`src/rtl/kal_tx_pkg.sv`:
```
`default_nettype none
// ============================================================================
// Module      : kal_tx_pkg
// Description : Shared constants for the Kalman estimate UART frame
//               transmitter: header byte, state encoding, frame lengths,
//               minimum baud divider and a byte-fold XOR helper.
// Revision    : 1.0 - initial release
// ============================================================================
package kal_tx_pkg;

  // Both header bytes carry this value
  localparam logic [7:0] HDR_BYTE = 8'hC0;

  // State encoding shared by the framer and the byte engine
  localparam logic [2:0] ST_IDLE  = 3'd0;
  localparam logic [2:0] ST_LOAD  = 3'd1;
  localparam logic [2:0] ST_START = 3'd2;
  localparam logic [2:0] ST_DATA  = 3'd3;
  localparam logic [2:0] ST_STOP  = 3'd4;

  // Frame lengths in bytes, with and without the covariance word
  localparam int FRAME_LEN_PCOV = 11;
  localparam int FRAME_LEN_BASE = 7;

  // Smallest bit period minus one the line is ever run at
  localparam int MIN_DIV = 3;

  // XOR of the four bytes of a 32-bit word
  function automatic logic [7:0] xor_bytes(input logic [31:0] w);
    return w[31:24] ^ w[23:16] ^ w[15:8] ^ w[7:0];
  endfunction

endpackage
`default_nettype wire

```
`src/rtl/kal_frame_uart_tx_byte.sv`:
```
`default_nettype none
// ============================================================================
// Module      : uart_byte_tx
// Description : 8N1 serialiser for a single byte. A start pulse loads the
//               byte and the divider; o_done marks the final clock of the
//               stop bit so the next byte may start with no gap.
// Revision    : 1.0 - initial release
// ============================================================================
module uart_byte_tx #(
  parameter int BAUD_W = 16
) (
  input  logic              i_clk,
  input  logic              i_rst_n,
  input  logic              i_start,
  input  logic [7:0]        i_data,
  input  logic [BAUD_W-1:0] i_div,
  output logic              o_tx,
  output logic              o_done
);
  import kal_tx_pkg::*;

  logic [2:0]        r_state;
  logic [BAUD_W-1:0] r_cnt;
  logic [BAUD_W-1:0] r_div;
  logic [2:0]        r_bit;
  logic [7:0]        r_sh;
  logic              r_tx;
  logic              w_tick;

  assign w_tick = (r_cnt == r_div);
  assign o_done = (r_state == ST_STOP) && w_tick;
  assign o_tx   = r_tx;

  // Bit-level sequencer: start bit, eight data bits LSB first, stop bit
  always_ff @(posedge i_clk or negedge i_rst_n) begin
    if (!i_rst_n) begin
      r_state <= ST_IDLE;
      r_cnt   <= '0;
      r_div   <= '0;
      r_bit   <= 3'd0;
      r_sh    <= 8'd0;
      r_tx    <= 1'b1;
    end else if (i_start) begin
      // A start may land on the last stop-bit clock: back-to-back bytes
      r_state <= ST_START;
      r_cnt   <= '0;
      r_div   <= i_div;
      r_bit   <= 3'd0;
      r_sh    <= i_data;
      r_tx    <= 1'b0;
    end else begin
      case (r_state)
        ST_START: begin
          if (w_tick) begin
            r_cnt   <= '0;
            r_state <= ST_DATA;
            r_tx    <= r_sh[0];
          end else begin
            r_cnt <= r_cnt + BAUD_W'(1);
          end
        end
        ST_DATA: begin
          if (w_tick) begin
            r_cnt <= '0;
            if (r_bit == 3'd7) begin
              r_state <= ST_STOP;
              r_tx    <= 1'b1;
            end else begin
              r_bit <= r_bit + 3'd1;
              r_sh  <= r_sh >> 1;
              r_tx  <= r_sh[1];
            end
          end else begin
            r_cnt <= r_cnt + BAUD_W'(1);
          end
        end
        ST_STOP: begin
          if (w_tick) begin
            r_cnt   <= '0;
            r_state <= ST_IDLE;
          end else begin
            r_cnt <= r_cnt + BAUD_W'(1);
          end
        end
        default: begin
          r_state <= ST_IDLE;
          r_cnt   <= '0;
          r_tx    <= 1'b1;
        end
      endcase
    end
  end

endmodule
`default_nettype wire

```
`src/rtl/kal_frame_uart_tx.sv`:
```
`default_nettype none
// ============================================================================
// Module      : kal_frame_uart_tx
// Description : Snapshots Kalman estimate x (and optionally covariance p)
//               and, on trigger, sends a framed XOR-checksummed byte stream
//               over an 8N1 UART line.
//               Build option KAL_TX_PCOV_EN: include p in the frame
//               (11 bytes); otherwise the frame is 7 bytes and i_p is unused.
// Revision    : 1.0 - initial release
// ============================================================================
module kal_frame_uart_tx #(
  parameter int BAUD_W = 16
) (
  input  logic              i_clk,
  input  logic              i_rst_n,
  input  logic [31:0]       i_x,
  input  logic [31:0]       i_p,
  input  logic              i_valid,
  input  logic              i_trig,
  input  logic [BAUD_W-1:0] i_baud_div,
  output logic              o_tx,
  output logic              o_busy,
  output logic              o_drop
);
  import kal_tx_pkg::*;

`ifdef KAL_TX_PCOV_EN
  localparam int c_frame_len = FRAME_LEN_PCOV;
`else
  localparam int c_frame_len = FRAME_LEN_BASE;
`endif
  localparam logic [3:0] c_last_idx = 4'(c_frame_len - 1);

  // Framer state: IDLE -> LOAD -> DATA (bytes streaming) -> IDLE
  logic [2:0]        r_state;
  logic [3:0]        r_idx;
  logic [BAUD_W-1:0] r_div;
  logic              r_drop;
  logic [31:0]       r_x_s;
  logic [31:0]       r_frm_x;
  logic [31:0]       w_x_fwd;
  logic [7:0]        w_csum;
  logic [7:0]        w_byte;
  logic [3:0]        w_sel_idx;
  logic [BAUD_W-1:0] w_div_eff;
  logic [BAUD_W-1:0] w_div_sel;
  logic              w_start;
  logic              w_done;

  // A valid arriving in the LOAD cycle still reaches the frame copy
  assign w_x_fwd = i_valid ? i_x : r_x_s;

  // Latest x estimate
  always_ff @(posedge i_clk or negedge i_rst_n) begin
    if (!i_rst_n) r_x_s <= 32'd0;
    else if (i_valid) r_x_s <= i_x;
  end

`ifdef KAL_TX_PCOV_EN
  logic [31:0] r_p_s;
  logic [31:0] r_frm_p;
  logic [31:0] w_p_fwd;

  assign w_p_fwd = i_valid ? i_p : r_p_s;

  // Latest p estimate
  always_ff @(posedge i_clk or negedge i_rst_n) begin
    if (!i_rst_n) r_p_s <= 32'd0;
    else if (i_valid) r_p_s <= i_p;
  end

  // Frame copy of p, frozen for the whole frame
  always_ff @(posedge i_clk or negedge i_rst_n) begin
    if (!i_rst_n) r_frm_p <= 32'd0;
    else if (r_state == ST_LOAD) r_frm_p <= w_p_fwd;
  end

  assign w_csum = xor_bytes(r_frm_x) ^ xor_bytes(r_frm_p);
`else
  logic w_unused_p;
  assign w_unused_p = ^i_p;
  assign w_csum     = xor_bytes(r_frm_x);
`endif

  // The divider is clamped once per frame; later changes wait for the next
  assign w_div_eff = (i_baud_div < BAUD_W'(MIN_DIV)) ? BAUD_W'(MIN_DIV) : i_baud_div;
  assign w_div_sel = (r_state == ST_LOAD) ? w_div_eff : r_div;

  // LOAD kicks off byte 0 (a header, independent of the frame copy);
  // each done kicks off the following byte on the same clock
  assign w_sel_idx = (r_state == ST_LOAD) ? 4'd0 : (r_idx + 4'd1);
  assign w_start   = (r_state == ST_LOAD) ||
                     ((r_state == ST_DATA) && w_done && (r_idx != c_last_idx));

  // Byte to hand to the serialiser for the selected frame position
  always_comb begin
    w_byte = w_csum;
    case (w_sel_idx)
      4'd0, 4'd1: w_byte = HDR_BYTE;
      4'd2:       w_byte = r_frm_x[31:24];
      4'd3:       w_byte = r_frm_x[23:16];
      4'd4:       w_byte = r_frm_x[15:8];
      4'd5:       w_byte = r_frm_x[7:0];
`ifdef KAL_TX_PCOV_EN
      4'd6:       w_byte = r_frm_p[31:24];
      4'd7:       w_byte = r_frm_p[23:16];
      4'd8:       w_byte = r_frm_p[15:8];
      4'd9:       w_byte = r_frm_p[7:0];
`endif
      default:    w_byte = w_csum;
    endcase
  end

  // Frame sequencer: latch the frame copy, then walk the byte index
  always_ff @(posedge i_clk or negedge i_rst_n) begin
    if (!i_rst_n) begin
      r_state <= ST_IDLE;
      r_idx   <= 4'd0;
      r_div   <= '0;
      r_frm_x <= 32'd0;
    end else begin
      case (r_state)
        ST_IDLE: begin
          if (i_trig) r_state <= ST_LOAD;
        end
        ST_LOAD: begin
          r_frm_x <= w_x_fwd;
          r_div   <= w_div_eff;
          r_idx   <= 4'd0;
          r_state <= ST_DATA;
        end
        ST_DATA: begin
          if (w_done) begin
            if (r_idx == c_last_idx) r_state <= ST_IDLE;
            else                     r_idx   <= r_idx + 4'd1;
          end
        end
        default: r_state <= ST_IDLE;
      endcase
    end
  end

  // Flag triggers that arrive while a frame is in progress
  always_ff @(posedge i_clk or negedge i_rst_n) begin
    if (!i_rst_n) r_drop <= 1'b0;
    else          r_drop <= i_trig && (r_state != ST_IDLE);
  end

  assign o_busy = (r_state != ST_IDLE);
  assign o_drop = r_drop;

  uart_byte_tx #(
    .BAUD_W (BAUD_W)
  ) u_byte (
    .i_clk   (i_clk),
    .i_rst_n (i_rst_n),
    .i_start (w_start),
    .i_data  (w_byte),
    .i_div   (w_div_sel),
    .o_tx    (o_tx),
    .o_done  (w_done)
  );

endmodule
`default_nettype wire

```
`config.mk`:
```
export PLATFORM = sky130hd
export DESIGN_NAME = kal_frame_uart_tx
export DESIGN_NICKNAME = d
export VERILOG_FILES = /design/src/rtl/kal_tx_pkg.sv /design/src/rtl/kal_frame_uart_tx_byte.sv /design/src/rtl/kal_frame_uart_tx.sv
export SDC_FILE = /design/constraint.sdc
export NUM_CORES = 1
export LEC_CHECK = 0
export ABC_AREA = 1
export CORE_AREA = 2 2 120 122
export CTS_CLUSTER_SIZE = 20
export DETAILED_ROUTE_END_ITERATION = 10
export DIE_AREA = 0 0 122 124
export PLACE_DENSITY = 0.79
export SETUP_SLACK_MARGIN = 0.2
export SLEW_MARGIN = 20
export SYNTH_ARGS = -nofsm -noshare
export SYNTH_HDL_FRONTEND = slang
export SYNTH_SLANG_ARGS = --single-unit
export TNS_END_PERCENT = 5
```
`constraint.sdc`:
```
create_clock -name i_clk -period 2.91 [get_ports i_clk]
set_clock_uncertainty 0.2 [all_clocks]
set_input_delay 0.582 -clock i_clk [delete_from_list [all_inputs] [get_ports i_clk]]
set_output_delay 0.582 -clock i_clk [all_outputs]
set_load 0.02 [all_outputs]
```
==> qor.csv, run 1 <==
metric;value;unit
Bufs on Longest Clock Path;2;
CP Launch Point;r_idx[0];
crit path launch type;register;
Core Box Area;13720;sq um
R2R setup slack;440;ps
worst slew pin tran;867.6;ps
endpoints failing hold;0;
Clock transition at path regs;60;ps
setup TNS;0;ps
register area share after synthesis;50.38;%
Yosys warnings;0;
die width;122;um
GRT overflow;0;
root buffer cell;clkbuf_16;
syn_nets;870;
nets;921;
Avg Cell Area, Syn;8.526;sq um
min cycle time layout;2469;ps
initial core utilization;48.54;%
Hold/Removal Path Class;register to register;
Yosys top cell area share;49.98;%
Top FF cell, synth;dfrtp_1;
DIE AREA;15130;sq um
post-DR wirelength/cell;13.57;um
first-pass GRT wire length;24260;um
most frequent cell after synthesis;nand2_1;
crit path max fanout;7;
Yosys top cell by area;dfrtp_1;
max-slew violation total from the final report;0;
WP data arrival;2620;ps
number of port buffers;54;
antenna cell count;0;
Reg2Reg Depth;12;
largest net degree at the start of global routing;66;
GRT Util Overall;20.48;%
async set-reset flop share out of synthesis;100.0;%
Netlist cell types;42;
Worst Setup EP;u_byte.r_sh[2];
via/cell ratio;5.165;
# rows;43;
Crit Path Class;register to register;
Commonest cells post-synth;nand2_1, dfrtp_1, inv_1;
CTS buffer count;17;
placed cells;992;
Critical R2R Capture;u_byte.r_sh[2];
Synth Instances;781;
number of synthesized flops with an enable pin;0;
die height;124;um
H-tree levels;4;
Layout Cells excl Fill;1021;
#FFs+latches synth;134;
min-delay src;r_div[8];
IO Count;87;
initial antenna violation count;0;
Post-DRT Antenna Nets;0;
fmax;405.0;MHz
outcome;finished, final reports clean;
initial detailed-routing violation count;290;
ranking of synthesized cells by area;dfrtp_1, nand2_1, mux2_2;
# fillers;1189;
required time worst endpoint;3060;ps
WL final;13850;um
vias in the first global route;5305;
Clock Latency Late Sink;420;ps
RSZ-0062 raised after global routing;false;
first-pass detailed-route iteration total;5;
TritonCTS Sinks;134;
Vias;5273;
maximum vdd drop;0.0003837;V
Area Overhead vs Synth;19.24;%
Slew headroom;41.99;%
CTS tree;yes;
cell area after synthesis;6659;sq um
drc violations;0;
max-cap viol count;0;
Setup crit end kind;register;
RD Place Congestion;0.8880;
Final setup viols;0;
share of layout cells above drive strength 1;10.94;%
R2R Path Start;r_idx[0];
DP HPWL;9268;um
period utilisation layout;84.84;%
leakage;3.825;nW
P per Cell Area;592.9;nW/um^2
## worst max-delay path, stage by stage, from the launching register on
cell and delay [ps]:
dfrtp_1 500, inv_1 180, ha_2 460, inv_1 100, o21ai_2 320, nand4_1 140, nand2_1 110, nor2_1 50
nand2_1 60, nand2_1 60, nand2_1 90, nand2_1 50, nand2_1 70
## layout make-up
type	instances	area (sq um)	area share, %
multi-input cells	545	2882	36.29
inverters	74	277.8	3.498
well taps	180	225.2	2.836
clock inverters	3	65.06	0.8194
flip-flops and latches	134	3354	42.25
repair buffers	60	610.6	7.690
clock buffers	25	525.5	6.618
## state kept, by name, summed over array words and instances (netlist names)
register / cells
u_byte.r_bit: 3
r_x_s: 32
r_idx: 4
r_frm_x: 32
u_byte.r_sh: 8
u_byte.r_cnt: 16
u_byte.o_tx: 1
o_drop: 1
r_state: 2
r_div: 16
u_byte.r_div: 16
u_byte.r_state: 3
## what timing repair did
action	CTS	global route
hold buffers	1	0
endpoints found under the hold margin	27	0
setup buffers	0	0
setup endpoints to repair	0	7
resized for setup	0	3
## cells by family (layout without fill, tap and decap cells)
logic type / Yosys count / in the layout / share of synthesized area [%]
AO/OA/AOI/OAI: 64 / 64 / 5.731
XOR/XNOR: 33 / 33 / 4.340
adder cells (fa/ha/maj): 5 / 5 / 0.9395
buffers and inverters: 102 / 162 / 6.539
flip-flops: 134 / 134 / 50.38
multiplexers: 32 / 32 / 5.412
AND/OR/NAND/NOR: 411 / 411 / 26.66
## metal layers
metal  GRT usage, %  part of all wire (%)  vias up
met4          7.471                   2.0        0
met2          36.24                    51      122
li1               -                     -     2621
met1          24.40                    44     2503
met5              0                     0        -
met3          4.808                   3.9       27
## stage by stage
stage	hold slack, ps	cell area [sq um]	setup slack (ps)	util, %	total power, mW
final	276.2	7940	441.0	57.88	4.708
after floorplan	86.41	6659	854.4	-	2.408
after CTS	278.0	7928	377.5	57.78	4.740
after global placement	260.5	7327	515.2	53.41	2.582
after detailed placement	267.1	7327	415.6	53.41	2.603
after global routing	308.8	7940	224.7	57.88	4.893
## cell usage in the layout, fill, tap and decap left out, types with 3 or more instances in the layout
cell type	count
inv_2	7
nor2_1	51
nand3_1	21
nor4_1	4
a21oi_1	5
o31ai_1	3
o21ai_1	3
mux2_2	32
nand4_1	34
xor2_1	16
dfrtp_1	133
a31oi_1	3
inv_1	67
o21ai_0	33
clkbuf_8	7
o211ai_1	9
clkbuf_16	17
xnor2_1	17
nand2_4	3
buf_4	4
nor3_1	11
nand2_1	275
o21ai_2	3
clkdlybuf4s50_1	53
ha_1	4
## where the power goes
group | switching [mW] | internal, mW
combinational | 0.240 | 0.229
clock | 0.732 | 1.40
sequential | 0.102 | 2.01
total | 1.07 | 3.63
## how the worst min path moves through the flow
stage,cells after the start,slack [ps],end
after floorplan,0,90,o_drop
after global placement,2,260,r_div[5]
after detailed placement,2,270,r_div[8]
after CTS,2,280,u_byte.o_tx
after global routing,1,310,r_x_s[13]
final,2,280,r_div[8]
Power figures use the tool's default switching activity.
==> inputs of run 2 (changes only) <==
--- a/config.mk
+++ b/config.mk
@@ -10,7 +10,7 @@
 export CTS_CLUSTER_SIZE = 20
 export DETAILED_ROUTE_END_ITERATION = 10
 export DIE_AREA = 0 0 122 124
-export PLACE_DENSITY = 0.79
+export PLACE_DENSITY = 0.82
 export SETUP_SLACK_MARGIN = 0.2
 export SLEW_MARGIN = 20
 export SYNTH_ARGS = -nofsm -noshare
==> constraint.sdc (replaced) <==
create_clock -name i_clk -period 2.1 [get_ports i_clk]
set_clock_uncertainty 0.2 [all_clocks]
set_input_delay 0.42 -clock i_clk [delete_from_list [all_inputs] [get_ports i_clk]]
set_output_delay 0.42 -clock i_clk [all_outputs]
set_load 0.02 [all_outputs]
==> run 2 against run 1 <==
Net effect:
- non-clock buffer count grew 54
- clock power grew 50%
- sequential share of layout area shrank 3.6 points
- sequential power grew 38%
- die area is the same
- routed wire length grew 14%
- worst setup slack lost 380 ps
- combinational power grew 55%
- critical path depth is the same
- first-iteration DRC count grew 61%
- hold slack lost 1.5 ps
- critical path type unchanged
- critical endpoint unchanged
==> qor.csv, run 2 (synthesis results as in run 1) <==
metric;value;unit
Clock transition at path regs;60;ps
P per Cell Area;786.0;nW/um^2
initial core utilization;48.54;%
design area;8696;sq um
die width;122;um
Buf/Inv on CP;2;
DP HPWL;9881;um
period utilisation layout;97.28;%
Hold/Removal Path Class;register to register;
nets;977;
CTS tree;yes;
Bufs on Longest Clock Path;2;
Crit path max-delay family;simple AND/OR/NAND/NOR gates;
Final setup viols;0;
CP cell instances;ha_4 > inv_2 > nand2_4 > nand3_4 > o21ai_4 > buf_4 > nand2_1 > nand2_1 > nand2_1 > nand2_1 > nand2_2 > nand2_2;
drc violations;0;
initial detailed-routing violation count;468;
Core Util, Final;63.38;%
die height;124;um
antenna cell count;0;
WP data arrival;2200;ps
root buffer cell;clkbuf_16;
Clock Latency Late Sink;420;ps
crit path max fanout;6;
H-tree levels;4;
endpoints failing hold;0;
IO Count;87;
share of layout cells above drive strength 1;19.98;%
leakage;4.200;nW
Core Box Area;13720;sq um
first-pass detailed-route iteration total;5;
Post-DRT Antenna Nets;0;
most common cell after layout, fill and taps aside;nand2_1;
via/cell ratio;5.245;
number of port buffers;54;
WL final;15830;um
largest net degree at the start of global routing;48;
Setup crit end kind;register;
Vias;5670;
GRT overflow;0;
max-slew violation total from the final report;0;
post-place setup slack;-126.6;ps
Layout Cells excl Fill;1081;
Final Power;6.835;mW
vias in the first global route;5481;
max incr delay on CP;460;ps
# rows;43;
max-cap viol count;0;
Crit Path Class;register to register;
fmax;489.5;MHz
first-pass GRT wire length;24790;um
min cycle time layout;2043;ps
post-DR wirelength/cell;14.64;um
critical path's most frequent cell;nand2_1;
outcome;finished, final reports clean;
commonest cells after routing, fill and taps aside;nand2_1, dfrtp_1, inv_1, clkdlybuf4s50_1;
GRT Util Overall;21.07;%
RSZ-0062 raised after global routing;true;
met2 wire length;8254;um
RD Place Congestion;0.8891;
Slew headroom;66.67;%
TritonCTS Sinks;134;
WL met3;696;um
Area Overhead vs Synth;30.59;%
maximum vdd drop;0.0006220;V
setup ws final;57.16;ps
placed cells;1015;
initial antenna violation count;0;
worst slew pin tran;500.0;ps
Placed Area;7584;sq um
M1 WL;6389;um
# fillers;1081;
CTS buffer count;17;
highest metal used;met4;
biggest regs;r_frm_x (32), r_x_s (32);
required time worst endpoint;2260;ps
Slowest-stage cell, CP;dfrtp_2;
crit path launch type;register;
DIE AREA;15130;sq um
## run 2: cell types whose count changed in the layout (fill, tap and decap cells not counted), sizes merged
cell / delta
clkinv: +2
clkdlybuf4s15: +1
clkinvlp: +1
bufinv: +2
clkdlybuf4s50: -3
nand2: +2
clkbuf: -1
buf: +54
dlygate4sd2: +2
## run 2: final cells by class
cell class                 count  area, sq um  share of cell area, %
inverter                      74        280.3                  3.223
multi-input combinational    547         3079                  35.41
clock buffer                  24        501.7                  5.770
clock inverter                 8        142.6                  1.640
timing repair buffer         114         1107                  12.73
tap                          180        225.2                  2.590
sequential                   134         3359                  38.63
## run 2: repair_timing
item	CTS	global route
endpoints found under the hold margin	30	0
pin swaps	8	24
hold buffers	1	0
gates cloned	1	1
endpoints found under the setup margin	32	55
gates resized for setup	30	25
setup buffers	11	20
## run 2: path summary, 6_finish.rpt
kind | startpoint | endpoint | slack (ps) | cells past startpoint
worst min-delay path | r_div[4] | r_div[4] | 270 | 2
worst max register to register | r_idx[1] | u_byte.r_sh[2] | 60 | 12
min in group asynchronous | i_rst_n | r_div[6] | 300 | 2
worst min register to register | r_div[4] | r_div[4] | 270 | 2
worst max-delay path | r_idx[1] | u_byte.r_sh[2] | 60 | 12
max in group asynchronous | i_rst_n | u_byte.o_tx | 760 | 3
## run 2: tightest hold or removal path: stages (launching register included)
cell and delay, ps:
dfrtp_1 320, nand2_1 50, nand2_1 70
## run 2: metal layers
layer / up-vias / track usage, %
met1: 2686 / 24.97
li1: 2742 / -
met3: 50 / 5.403
met2: 192 / 36.35
met5: - / 0
met4: 0 / 9.195
## run 2: power breakdown
group | total, mW | internal (mW) | switching (mW)
Clock | 3.20 | 2.14 | 1.06
Sequential | 2.91 | 2.78 | 0.132
Combinational | 0.726 | 0.364 | 0.363
Total | 6.83 | 5.28 | 1.56
## run 2: stage by stage
stage / setup TNS, ps / hold WS [ps]
final: 0 / 274.6
after global routing: -327.7 / 293.5
after CTS: 0 / 276.1
after detailed placement: -207.2 / 199.8
after global placement: -59.87 / 197.8
after floorplan: 0 / -75.59
